$ cat src/rtl/register_file.sv
// Purpose : 2**ADDR_W x WIDTH register file, one write port, two independent read ports, register 0 hardwired to zero.
// Latency : reads are combinational (0 cycles); a write lands at the rising edge and is visible from the next cycle.
// Backpres: none -- every cycle accepts one write and serves two reads; reset clears all state and beats a same-edge write.
//
// Ports:
//   clk                    single clock, all state changes on its rising edge
//   reset                  synchronous active-high clear of every register
//   wrenable               write-port enable
//   writeaddr / writedata  write-port index and data
//   readaddr1 / readdata1  read port 1 index and data
//   readaddr2 / readdata2  read port 2 index and data
//
// Build option: define REGISTER_FILE_BYPASS_EN to forward writedata to a read port whose
// address matches a live, non-zero write in the same cycle. Undefined: reads return stored
// contents only, so a read of the address being written shows the old value.

module register_file #(
    parameter int WIDTH  = 32,
    parameter int ADDR_W = 5
) (
    input  logic              clk,
    input  logic              reset,
    input  logic              wrenable,
    input  logic [ADDR_W-1:0] writeaddr,
    input  logic [WIDTH-1:0]  writedata,
    input  logic [ADDR_W-1:0] readaddr1,
    input  logic [ADDR_W-1:0] readaddr2,
    output logic [WIDTH-1:0]  readdata1,
    output logic [WIDTH-1:0]  readdata2
);

    localparam int DEPTH = 1 << ADDR_W;

    logic [WIDTH-1:0] regs_q [DEPTH];
    logic [WIDTH-1:0] regs_d [DEPTH];

    // A write to address 0 is dropped here so entry 0 can never hold anything but zero.
    logic wr_hit;
    assign wr_hit = wrenable && (writeaddr != '0);

    always_comb begin
        regs_d = regs_q;
        if (wr_hit) begin
            regs_d[writeaddr] = writedata;
        end
        regs_d[0] = '0;
    end

    // Reset takes priority over any write presented on the same edge.
    always_ff @(posedge clk) begin
        for (int i = 0; i < DEPTH; i++) begin
            regs_q[i] <= reset ? '0 : regs_d[i];
        end
    end

    // Address 0 is forced to zero on the read side as well, independent of the
    // storage contents, so the zero register holds even if entry 0 were disturbed.
    logic [WIDTH-1:0] stored1;
    logic [WIDTH-1:0] stored2;
    assign stored1 = (readaddr1 == '0) ? '0 : regs_q[readaddr1];
    assign stored2 = (readaddr2 == '0) ? '0 : regs_q[readaddr2];

`ifdef REGISTER_FILE_BYPASS_EN
    // Forward only a write that will actually commit: enabled, non-zero address, no reset.
    logic byp_vld;
    assign byp_vld   = wr_hit && !reset;
    assign readdata1 = (byp_vld && (readaddr1 == writeaddr)) ? writedata : stored1;
    assign readdata2 = (byp_vld && (readaddr2 == writeaddr)) ? writedata : stored2;
`else
    assign readdata1 = stored1;
    assign readdata2 = stored2;
`endif

endmodule

$ cat config.mk
export PLATFORM = sky130hd
export DESIGN_NAME = register_file
export DESIGN_NICKNAME = d
export VERILOG_FILES = /design/src/rtl/register_file.sv
export SDC_FILE = /design/constraint.sdc
export NUM_CORES = 2
export LEC_CHECK = 0
export BUFFER_PORTS_ARGS = -buffer_cell sky130_fd_sc_hd__buf_2
export CORE_MARGIN = 2
export CORE_UTILIZATION = 30
export DETAILED_ROUTE_END_ITERATION = 6
export PLACE_DENSITY_LB_ADDON = 0.12
export SKIP_LAST_GASP = 1
export SLEW_MARGIN = 10
export SYNTH_ARGS = -nofsm -noshare
export SYNTH_HDL_FRONTEND = slang
export SYNTH_SLANG_ARGS = --single-unit
export TNS_END_PERCENT = 20
$ cat constraint.sdc
create_clock -name clk -period 2.2 [get_ports clk]
set_input_delay 0.22 -clock clk [delete_from_list [all_inputs] [get_ports clk]]
set_output_delay 0.22 -clock clk [all_outputs]
set_load 0.01 [all_outputs]
==> impl_metrics.tcl <==
set metrics [dict create \
    cts_tree "yes" \
    crit_top_cell "nor3_1" \
    cp.arrival_ps 2530 \
    grtUsageTotal_pct 29.4 \
    end_kind "output port" \
    fin_ws_ps -551 \
    pwr-share-seq_pct 42.2 \
    regArea_sq_um 19900 \
    htreeDepth 3 \
    max-slew-margin-rel_pct 47.1 \
    clock.fmax_mhz 364 \
    yosys_warnings 0 \
    core.rowCount 150 \
    hold_slack_ps 60.8 \
    grt_pass1_vias 44400 \
    multi_input_area_sq_um 28700 \
    worst_skew_pair.late_latency_ps 780 \
    grt_pass1_wl_um 355000 \
    status "finished, violations left" \
    critPathMaxStageDelay_ps 500 \
    cts_buffers 118 \
    wl_um 256000 \
    synthesis.area_sq_um 50100 \
    synthCells 5792 \
    dp.cells 8059 \
    comb_power_share_pct 9.7 \
    worstHoldEndpoint "regs_q[116]" \
    hp-start "writedata[20]" \
    clock_skew_ps 0 \
    fin_crit_sh_pct 125 \
    layout_commonest_cell "nand2_1" \
    cts_buffer_depth 3 \
    rrSetupSlack_ps 1040 \
    clk_pin_slew_ps 60 \
    antenna_found_initial 23 \
    hp-class "input pin to flop" \
    initial_core_util_pct 30.1 \
    p_switching_w 0.0116 \
    die_h_um 413 \
    fin_util_pct 37.4 \
    ir_worst_vdd_mv 0.852 \
    via_count 47200 \
    crit_family "simple AND/OR/NAND/NOR gates" \
    routabilityCongestion 0.850 \
    overflow 0 \
    crit_buf_inv 2 \
    synth_area_per_cell_sq_um 8.66 \
    ys_ff_latch 992 \
    violations "negative setup slack" \
    syn_to_final_growth_pct 24.4 \
    num_io_pins 114 \
    drc 0 \
    hold_viol 0 \
    place_area_sq_um 57400 \
    reg2reg_depth 3 \
    largest-register "regs_q" \
    clock-sinks 992 \
    synth_cell_types 39 \
    p_clk_share_pct 48.1 \
    path_max_fanout 3 \
    rsz0062_at_grt "true" \
    first_pass_iters 6 \
    nets 6051 \
    routedWlPerCell_um 30.7 \
    critical_path_class "flop to output port" \
    fillers 16800 \
    leakagePower_nw 21.0 \
    cp.required_ps 1980 \
    finalInstanceArea_sq_um 62400 \
    whs_path_depth 3 \
    grt_max_degree 93 \
    drive_above_1_share_pct 25.3 \
    tightest_slew_ps 794 \
    path_cells "mux2_2 -> a221oi_1 -> buf_4 -> nor3_1 -> a211oi_2 -> nor3_1 -> buf_2" \
    cp_slowest_cell "nor3_1" \
    final_max_slew_viol_count 0 \
    power_density_nw_per_um2 692 \
    largest_register_ffs 992 \
    post-place-ws_ps -642 \
    fin_cells 8312 \
    start_kind "flop" \
    synth-seq-area-share_pct 39.6 \
    biggestRegsByFlops "regs_q: 992 flops" \
    intPower_w 0.0316 \
    synth_nets 5842 \
    die_area_sq_um 170000 \
    power_switching_share_pct 26.8 \
    setup_viol 64 \
    reg2reg_to "regs_q[652]" \
    fp.dieW_um 413 \
    core_sq_um 167000 \
    via_per_inst 5.68 \
    drv_cap 0 \
    fin_crit_ps 2750 \
    clock-root-buffer "clkbuf_16" \
    ant_nets 0 \
    hpwl_um 162000 \
    final_cell_mix "2048 x nand2_1, 1018 x a21oi_1, 955 x dfxtp_1" \
    drt_iter0_drc 5424 \
    place.port_buffers 113 \
    r2r-start "regs_q[652]" \
]
cell families (layout without fill, tap and decap cells):
family | after synthesis | after routing | synth area share, %
simple gates | 2273 | 2273 | 17.6
compound gates | 1266 | 1266 | 13.6
flops | 992 | 992 | 39.6
mux | 666 | 666 | 24.3
buf+inv | 595 | 903 | 4.94
other cells | 0 | 8 | 0
worst max path at each step:
stage,cells past startpoint,start,slack (ps),endpoint
after floorplan,8,readaddr2[0],90,readdata2[0]
after global placement,10,readaddr1[0],-670,readdata1[8]
after detailed placement,10,readaddr1[0],-640,readdata1[8]
after CTS,6,regs_q[596],-600,readdata1[20]
after global routing,6,regs_q[596],-610,readdata1[20]
final,7,regs_q[909],-550,readdata1[13]
cell type report:
| type | instances | area share (%) |
|---|---|---|
| inverter | 2 | 0.0120 |
| sequential | 992 | 31.9 |
| clock inverter | 52 | 0.927 |
| antenna | 8 | 0.0321 |
| timing repair buffer | 682 | 11.2 |
| tap | 2204 | 4.42 |
| clock buffer | 167 | 5.53 |
| multi-input combinational | 4205 | 46.0 |
Yosys cell counts:
cell type  number  area [sq um]
nand2_1      2081          7810
a21oi_1      1038          5190
dfxtp_1       992         19900
clkbuf_1      444          1670
mux4_2        433          9750
mux2i_1       138          1380
buf_2         102           510
mux2_2         81           912
nor2_1         67           251
nor3_1         49           245
nor2b_1        44           275
o22ai_1        37           231
o21ai_0        33           165
a221oi_1       32           280
a22oi_1        32           240
o221ai_1       32           280
buf_1          22          82.6
buf_4          19           143
a211oi_1       18           135
a31oi_1        15          93.8
mux2_1         14           158
o21ai_1        14          70.1
o211ai_1       13          97.6
buf_6           6          67.6
nand3b_1        6          45.0
nand2b_1        4          25.0
nand3_1         4          20.0
and2_1          3          18.8
and3b_1         3          26.3
or3b_2          3          26.3
and2_0          2          12.5
and3_1          2          12.5
inv_1           2          7.51
nor3b_1         2          15.0
a2111oi_0       1          8.76
nand4_1         1          6.26
o31a_1          1          8.76
or2_1           1          6.26
or2_2           1          6.26
power by group through the flow:
stage	Combinational (W)	Clock, W	Sequential, W
3_5_place_dp	0.00404	0	0.0186
4_1_cts	0.00416	0.0210	0.0182
6_report	0.00420	0.0207	0.0182
2_1_floorplan	0.00204	0	0.0186
5_1_grt	0.00436	0.0217	0.0182
3_3_place_gp	0.00404	0	0.0186
stage by stage:
stage	total power (W)	setup TNS, ps
final	0.0431	-29300
after detailed placement	0.0226	-17490
after global placement	0.0226	-17370
after floorplan	0.0206	0
after global routing	0.0442	-34550
after CTS	0.0433	-33090
per-layer routing:
metal	vias up	share of wire, %	GRT usage (%)
met2	2201	45	45.8
li1	20600	-	-
met1	23900	43	40.7
met5	-	0.0082	0
met3	504	7.7	4.74
met4	4	4.4	11.2
worst min-delay path: stages:
cell,delay [ps]
buf_2,340
nand2_1,150
a21oi_1,50
timing repair:
action,in CTS,in global routing
hold buffers,33,0
endpoints found under the setup margin,64,64
resized for setup,94,72
gates cloned,0,0
hold endpoints to repair,837,0
pin swaps,18,15
buffers inserted,5,0
(Power assumes the default switching activity.)
